==> config.mk <==
export PLATFORM = sky130hd
export DESIGN_NAME = pq_cmd_driver
export DESIGN_NICKNAME = d
export VERILOG_FILES = /design/src/rtl/pq_cmd_driver.sv
export SDC_FILE = /design/constraint.sdc
export NUM_CORES = 1
export LEC_CHECK = 0
export CAP_MARGIN = 30
export CORE_UTILIZATION = 38
export DETAILED_ROUTE_END_ITERATION = 16
export PLACE_DENSITY = 0.74
export SLEW_MARGIN = 20
export SYNTH_ARGS = -nofsm -noshare
export SYNTH_HDL_FRONTEND = slang
export SYNTH_SLANG_ARGS = --single-unit
==> constraint.sdc <==
create_clock -name CLK -period 4.5 [get_ports CLK]
set_clock_uncertainty 0.15 [all_clocks]
set_input_delay 0.9 -clock CLK [delete_from_list [all_inputs] [get_ports CLK]]
set_output_delay 0.9 -clock CLK [all_outputs]
set_load 0.005 [all_outputs]
==> src/rtl/pq_cmd_driver.sv <==
// pq_cmd_driver: command initiator for a priority-queue block.
// Accepts push/pop/replace from an upstream valid/ready stream, issues each
// command as a single-cycle pulse, waits for the queue to settle and returns
// the removed item on a downstream valid/ready stream. Keeps a shadow
// occupancy count and sticky overflow/underflow flags.
// Optional feature: define PQ_CMD_DRIVER_STATS_EN to add 32-bit push/pop
// issue counters (o_push_cnt, o_pop_cnt).
module pq_cmd_driver #(
  parameter int DATA_WIDTH    = 16,
  parameter int QUEUE_SIZE    = 4,
  parameter int SETTLE_CYCLES = 1
) (
  input  logic                            CLK,
  input  logic                            RSTn,
  input  logic                            s_valid,
  output logic                            s_ready,
  input  logic [1:0]                      s_op,
  input  logic [DATA_WIDTH-1:0]           s_data,
  output logic                            m_valid,
  input  logic                            m_ready,
  output logic [DATA_WIDTH-1:0]           m_data,
  output logic                            pq_wrt,
  output logic                            pq_read,
  output logic [DATA_WIDTH-1:0]           pq_data,
  input  logic                            pq_full,
  input  logic                            pq_empty,
  input  logic                            pq_valid,
  input  logic [DATA_WIDTH-1:0]           pq_odata,
  output logic [$clog2(QUEUE_SIZE+1)-1:0] o_count,
  output logic [1:0]                      o_err,
  input  logic                            i_err_clr
`ifdef PQ_CMD_DRIVER_STATS_EN
  ,
  output logic [31:0]                     o_push_cnt,
  output logic [31:0]                     o_pop_cnt
`endif
);

  localparam int CW = $clog2(QUEUE_SIZE + 1);
  localparam int SW = $clog2(SETTLE_CYCLES + 1);

  // Op encoding: bit0 drives pq_wrt, bit1 drives pq_read.
  localparam logic [1:0] OP_NOP  = 2'b00;
  localparam logic [1:0] OP_PUSH = 2'b01;
  localparam logic [1:0] OP_POP  = 2'b10;
  localparam logic [1:0] OP_REPL = 2'b11;

  typedef enum logic [1:0] {
    ST_IDLE  = 2'd0,
    ST_ISSUE = 2'd1,
    ST_WAIT  = 2'd2,
    ST_RESP  = 2'd3
  } state_t;

  state_t                  state_r, state_s;
  logic [1:0]              op_r, op_s;
  logic [SW-1:0]           settle_r;
  logic [CW-1:0]           count_r;
  logic [1:0]              err_r, err_s;
  logic [DATA_WIDTH-1:0]   pq_data_r;
  logic [DATA_WIDTH-1:0]   m_data_r;
  logic                    s_ready_r, m_valid_r, pq_wrt_r, pq_read_r;
  logic                    s_ready_s, m_valid_s, pq_wrt_s, pq_read_s;
  logic                    accept_s, push_drop_s, pop_drop_s, go_issue_s;
  logic                    at_full_s, at_empty_s, wait_done_s;

  // Decode an accepted command into drop / issue decisions and the op to latch.
  always_comb begin
    at_full_s   = (count_r == CW'(QUEUE_SIZE)) || pq_full;
    at_empty_s  = (count_r == {CW{1'b0}}) || pq_empty;
    accept_s    = s_valid && (state_r == ST_IDLE);
    push_drop_s = 1'b0;
    pop_drop_s  = 1'b0;
    go_issue_s  = 1'b0;
    op_s        = op_r;
    if (accept_s) begin
      case (s_op)
        OP_PUSH: begin
          if (at_full_s) begin
            push_drop_s = 1'b1;
          end else begin
            go_issue_s = 1'b1;
            op_s       = OP_PUSH;
          end
        end
        OP_POP: begin
          if (at_empty_s) begin
            pop_drop_s = 1'b1;
          end else begin
            go_issue_s = 1'b1;
            op_s       = OP_POP;
          end
        end
        OP_REPL: begin
          go_issue_s = 1'b1;
          // Replacing into an empty queue is just an insertion; nothing is removed.
          if (count_r == {CW{1'b0}}) begin
            op_s = OP_PUSH;
          end else begin
            op_s = OP_REPL;
          end
        end
        OP_NOP:  go_issue_s = 1'b0;
        default: go_issue_s = 1'b0;
      endcase
    end else begin
      go_issue_s = 1'b0;
    end
  end

  // Settle done once the minimum wait has elapsed and the queue reports ready.
  always_comb begin
    wait_done_s = (settle_r <= SW'(1)) && pq_valid;
  end

  // Sticky error flags; clear wins over a same-cycle drop.
  always_comb begin
    if (i_err_clr) begin
      err_s = 2'b00;
    end else begin
      err_s = err_r | {pop_drop_s, push_drop_s};
    end
  end

  // State register.
  always_ff @(posedge CLK or negedge RSTn) begin
    if (!RSTn) begin
      state_r <= ST_IDLE;
    end else begin
      state_r <= state_s;
    end
  end

  // Next-state logic.
  always_comb begin
    state_s = state_r;
    case (state_r)
      ST_IDLE: begin
        if (go_issue_s) begin
          state_s = ST_ISSUE;
        end else begin
          state_s = ST_IDLE;
        end
      end
      ST_ISSUE: state_s = ST_WAIT;
      ST_WAIT: begin
        if (wait_done_s) begin
          state_s = op_r[1] ? ST_RESP : ST_IDLE;
        end else begin
          state_s = ST_WAIT;
        end
      end
      ST_RESP: begin
        if (m_ready) begin
          state_s = ST_IDLE;
        end else begin
          state_s = ST_RESP;
        end
      end
      default: state_s = ST_IDLE;
    endcase
  end

  // Output decode from the next state so the outputs can be registered.
  always_comb begin
    s_ready_s = (state_s == ST_IDLE);
    m_valid_s = (state_s == ST_RESP);
    pq_wrt_s  = go_issue_s && op_s[0];
    pq_read_s = go_issue_s && op_s[1];
  end

  // Registered handshake and queue pulse outputs.
  always_ff @(posedge CLK or negedge RSTn) begin
    if (!RSTn) begin
      s_ready_r <= 1'b1;
      m_valid_r <= 1'b0;
      pq_wrt_r  <= 1'b0;
      pq_read_r <= 1'b0;
    end else begin
      s_ready_r <= s_ready_s;
      m_valid_r <= m_valid_s;
      pq_wrt_r  <= pq_wrt_s;
      pq_read_r <= pq_read_s;
    end
  end

  // Command latch, write data, captured top-of-queue, shadow count, settle timer, errors.
  always_ff @(posedge CLK or negedge RSTn) begin
    if (!RSTn) begin
      op_r      <= OP_NOP;
      pq_data_r <= {DATA_WIDTH{1'b0}};
      m_data_r  <= {DATA_WIDTH{1'b0}};
      count_r   <= {CW{1'b0}};
      settle_r  <= {SW{1'b0}};
      err_r     <= 2'b00;
    end else begin
      op_r  <= op_s;
      err_r <= err_s;
      if (go_issue_s && op_s[0]) begin
        pq_data_r <= s_data;
      end
      if (state_r == ST_ISSUE) begin
        settle_r <= SW'(SETTLE_CYCLES);
        // The pre-operation top is the item being removed.
        if (op_r[1]) begin
          m_data_r <= pq_odata;
        end
        case (op_r)
          OP_PUSH: begin
            if (count_r != CW'(QUEUE_SIZE)) begin
              count_r <= count_r + CW'(1);
            end
          end
          OP_POP: begin
            if (count_r != {CW{1'b0}}) begin
              count_r <= count_r - CW'(1);
            end
          end
          default: count_r <= count_r;
        endcase
      end else if ((state_r == ST_WAIT) && (settle_r != {SW{1'b0}})) begin
        settle_r <= settle_r - SW'(1);
      end
    end
  end

`ifdef PQ_CMD_DRIVER_STATS_EN
  logic [31:0] push_cnt_r, pop_cnt_r;

  // Issue statistics, counted at the issue edge and wrapping naturally.
  always_ff @(posedge CLK or negedge RSTn) begin
    if (!RSTn) begin
      push_cnt_r <= 32'd0;
      pop_cnt_r  <= 32'd0;
    end else if (state_r == ST_ISSUE) begin
      if (op_r == OP_PUSH) begin
        push_cnt_r <= push_cnt_r + 32'd1;
      end
      if (op_r[1]) begin
        pop_cnt_r <= pop_cnt_r + 32'd1;
      end
    end
  end

  assign o_push_cnt = push_cnt_r;
  assign o_pop_cnt  = pop_cnt_r;
`endif

  assign s_ready = s_ready_r;
  assign m_valid = m_valid_r;
  assign m_data  = m_data_r;
  assign pq_wrt  = pq_wrt_r;
  assign pq_read = pq_read_r;
  assign pq_data = pq_data_r;
  assign o_count = count_r;
  assign o_err   = err_r;

endmodule

After elaboration in Yosys (flattened, before gate mapping)
Index checks and enable logic that the tools add are counted.
- add/subtract/negate cells: 3
- magnitude comparators: 1
- equality and inequality tests: 13
- muxes and demuxes: 26
- bitwise gates (word level): 1
- reductions and logical operators: 16
- operators with widths (kind ; number):
    two-way mux 2 bit ; 8
    equality test 2 bit (second input constant) ; 6
    two-way mux 1 bit ; 12
    one-hot mux 2 bit (4 select lines) ; 1
    equality test 2 x 1 -> 1 bit (second input constant) ; 3
    zero test 2 bit ; 3
    two-way mux 3 bit ; 2
    one-hot mux 2 bit (3 select lines) ; 1
    one-hot mux 3 bit (2 select lines) ; 1
    logical AND 1 bit ; 5
    != test 2 bit (second input constant) ; 2
    one-hot mux 1 bit (4 select lines) ; 1
    AND reduction 4 bit ; 1
    nonzero test 2 bit ; 2
    adder 3 x 1 -> 3 bit (second input constant) ; 1
    equality test 3 bit (second input constant) ; 1
    zero test 3 bit ; 1
    != test 3 bit (second input constant) ; 1
    nonzero test 3 bit ; 1
    subtractor 3 x 1 -> 3 bit (second input constant) ; 1
    logical OR 1 bit ; 2
    bitwise OR 2 bit ; 1
    AND reduction 2 bit ; 1
    <= comparator 1 bit (second input constant) ; 1
    subtractor 1 bit (second input constant) ; 1
- flip-flop bits (word level): 46
- input port bits: 42
- output and inout port bits: 41
- word-level logic and storage cells: 71

Longest topological paths before layout
- depth in word-level cells: 8
- mapped depth: 6
- depth with buffers taken out: 5

Worst setup path after synthesis
OpenSTA, ideal clock, no wires.
- path kind: input to register
- from: input port pq_full
- to: register pq_data_r[10], in the netlist pq_data[10]
- library setup time: 0.127 ns
- arrival time: 2.032 ns
- path slack: 2.190 ns
- cell stages on the path: 4
- cells stage by stage: nor2b_1 > a311oi_4 > buf_6 > mux2_1
- word-level cells in the longest chain between the ends: 5
- elaborated cells between the ends (all ways): 8
- those cells by class: mux: 6; reduce/logical: 2
- RTL lines (element ; RTL line ; source):
    from (decl) ; 25 ; input logic pq_full,
    logical OR 1 bit (*) ; 69 ; at_full_s = (count_r == CW'(QUEUE_SIZE)) || pq_full;
    two-way mux 1 bit or two-way mux 2 bit (tied branches) ; 79 ; if (at_full_s) begin
    one-hot mux 1 bit (4 select lines) or one-hot mux 2 bit (3 select lines) (tied branches) ; 77 ; case (s_op)
    two-way mux 1 bit or two-way mux 2 bit (tied branches) ; 76 ; if (accept_s) begin
    logical AND 1 bit (*) ; -- ;
    net pq_wrt_s ; 63 ; logic s_ready_s, m_valid_s, pq_wrt_s, pq_read_s;
    to (signal assigned) ; 191 ; pq_data_r <= {DATA_WIDTH{1'b0}};
    to (signal assigned) ; 200 ; pq_data_r <= s_data;
    to (decl) ; 60 ; logic [DATA_WIDTH-1:0] pq_data_r;
Mark *: on every way through the listed nets, which the timed path passes. The rest lies on a longest branch.
A chain may end at the register's enable or synchronous reset.

Final worst setup path
- from: input port s_op[1]
- to: register pq_data_r[7], in the netlist pq_data[7]
- word-level cells in the longest chain between the ends: 4
- elaborated cells between the ends (all ways): 9
- those cells by class: eq/ne: 3; mux: 4; reduce/logical: 2
- RTL lines (element ; RTL line ; source):
    from (decl) ; 17 ; input logic [1:0] s_op,
    equality test 2 bit, or another cell as far along ; 77 ;
    one-hot mux 1 bit (4 select lines) or one-hot mux 2 bit (3 select lines) (tied branches) ; 77 ;
    two-way mux 1 bit or two-way mux 2 bit (tied branches) ; 76 ;
    logical AND 1 bit (*) ; 199 ; if (go_issue_s && op_s[0]) begin
Every way passes the cells marked *; elsewhere a longest branch is shown, timed or not.

==> impl_metrics.ini <==
[global_route]
antenna_found_initial = 0
grt_pass1_wl_um = 6750
grt-ovfl-total = 0
grt_max_degree = 29
grt_util_all_layers_pct = 16.7
grt_pass1_vias = 1383

[route]
viasPerCell = 4.86
drtIter0Drc = 41
wirelength_um = 4170
first_pass_iters = 4
wl_met2_um = 1930
drc = 0
highest_layer = met4
wl_met3_um = 315
drtAntennaViolNets = 0
drt-met1-wl_um = 1880
dr_total_vias = 1418
routedWlPerCell_um = 14.3

[timing]
period_share_pct = 56.8
fin_setup_tns_ns = 0
max_freq_mhz = 391
worst_slew_pin_slew_ns = 0.660
maxSlewViolCount = 0
slew_headroom_pct = 55.9
period_needed_ns = 2.56
rsz0062_at_grt = false
whs_ns = 0.343
finalHoldViolCount = 0
finalSetupViolations = 0

[cts]
cts_hold_buf = 0
htree_levels = 2
clk_latency_ns = 0.29
cts_buffer_depth = 2
cts_resized = 0
cts_sinks = 45
post-cts-setup-buffers = 0
cts_tree = built
clkTransAtPathRegs_ns = 0.08
cts_made_buffers = 5
root_buffer = clkbuf_8

[logic_synthesis]
synth_edf_count = 0
ys.flop_type = dfrtp_1
yosysWarnings = 0
synth_cell_types = 39
ys_ff_latch = 45
synth_area_um2 = 1950
synth_top_area_share_pct = 56.4
yosysTopAreaCell = dfrtp_1
synth_area_leaders = dfrtp_1 (56%), mux2_2 (15%), mux2_1 (4.0%), nand2b_1 (2.2%), inv_1 (1.5%)
syn_nets = 181
synth-async-reset-ratio_pct = 100
syn_avg_cell_area_um2 = 14.1
syn_inst = 138
synth-seq-area-share_pct = 57.8

[placement]
placed_area_um2 = 2840
io_buffers = 82
place_congestion = 0.796
place.detailed.hpwl_um = 3120

[run_status]
status = completed

[floorplanning]
core_area_um2 = 4820
rows = 25
die_w_um = 73.6
start_util_pct = 40.5
die_y_um = 73.6
io_pins = 83
die-area_um2 = 5420

[cells_and_area]
n_antenna_cell = 0
fin_nets = 267
final_cell_mix = clkdlybuf4s50_1 (81), dfrtp_1 (44), mux2_2 (26)
drive_gt1_share_pct = 18.7
syn_to_final_growth_pct = 52.3
final_common_cell = clkdlybuf4s50_1
fin_area_um2 = 2970

[worst_setup_path]
arrival_ns = 2.59
reg2reg_depth = 5
worstSetupStartpointType = primary input
critPathCaptureType = flop
required_ns = 4.53
worstPathMaxFanout = 14
crit_type = primary input to flop

[min_path]
holdPathStages = 1
hold_path.class = flop to flop

[flow_run]
maxCapViolations = 0

[power_and_ir_drop]
ir_drop_mv = 0.225
power_leakage_uw = 0.00121
power_density_nw_per_um2 = 616
report_power, final:
part / internal, uW / total (uW) / switching [uW]
combinational: 545 / 793 / 248
clock: 166 / 300 / 134
sequential: 595 / 739 / 144
total: 1310 / 1830 / 526
critical path, stage by stage:
cell             delay, ns
clkdlybuf4s50_1       0.56
nor2b_1               0.10
a311oi_4              0.45
buf_8                 0.23
mux2_2                0.35
synthesized netlist by cell type, types with 2 or more instances:
master / instances
dfrtp_1: 44
xnor2_1: 2
clkbuf_1: 2
mux2_2: 26
a21oi_1: 3
and3b_1: 2
nand2_1: 2
nor2_1: 2
nor2b_1: 3
mux2_1: 7
nand3b_1: 3
inv_1: 8
buf_2: 2
nand2b_1: 7
registers in the layout, summed over array words and instances (netlist names):
signal and count:
m_data 16, m_valid 1, o_count 3, o_err 2, op_r 2, pq_data 16
pq_read 1, pq_wrt 1, s_ready 1, state_r 2
area by class of cell:
class	count	area [um2]
Multi-Input combinational cell	80	764
Inverter	8	30.0
Clock buffer	5	68.8
Timing Repair Buffer	84	851
Tap cell	67	83.8
Sequential cell	45	1130
Clock inverter	3	46.3
Fill cell	401	1850
per-stage QoR:
step | cells | util (%) | total power, uW | setup WS, ns
3_3_place_gp | 282 | 58.6 | 1520 | 1.38
5_1_grt | 292 | 61.7 | 1950 | 1.88
2_1_floorplan | 138 | - | 1080 | 2.19
6_report | 292 | 61.7 | 1830 | 1.94
4_1_cts | 291 | 61.4 | 1850 | 1.65
3_5_place_dp | 283 | 59.0 | 1540 | 1.35
cell families (layout without fill, tap and decap cells):
family / after synthesis / in the layout / synth area share [%]
buffers and inverters: 13 / 100 / 3.01
flip-flops: 45 / 45 / 57.8
AO/OA/AOI/OAI: 16 / 16 / 7.31
multiplexers: 33 / 33 / 19.1
XOR/XNOR: 2 / 2 / 0.898
adder cells (fa/ha/maj): 1 / 1 / 1.03
AND/OR/NAND/NOR: 28 / 28 / 10.9
final timing paths:
check                                              from                      end  slack (ns)
worst max-delay path                            s_op[1]   pq_data[7]$_DFFE_PN0P_        1.94
worst min register to register  pq_data[11]$_DFFE_PN0P_  pq_data[11]$_DFFE_PN0P_        0.34
max in group asynchronous                          RSTn        s_ready$_DFF_PN1_        3.27
min in group asynchronous                          RSTn  pq_data[15]$_DFFE_PN0P_        0.37
worst max register to register        op_r[1]$_DFF_PN0_   o_count[2]$_DFFE_PN0P_        2.39
worst min-delay path            pq_data[11]$_DFFE_PN0P_  pq_data[11]$_DFFE_PN0P_        0.34
metal layers:
| metal | vias to the layer above | GRT usage [%] |
|---|---|---|
| li1 | 662 | - |
| met1 | 695 | 22.3 |
| met2 | 56 | 26.2 |
| met3 | 5 | 4.39 |
| met4 | 0 | 5.77 |
| met5 | - | 0 |
(Power assumes the default switching activity.)
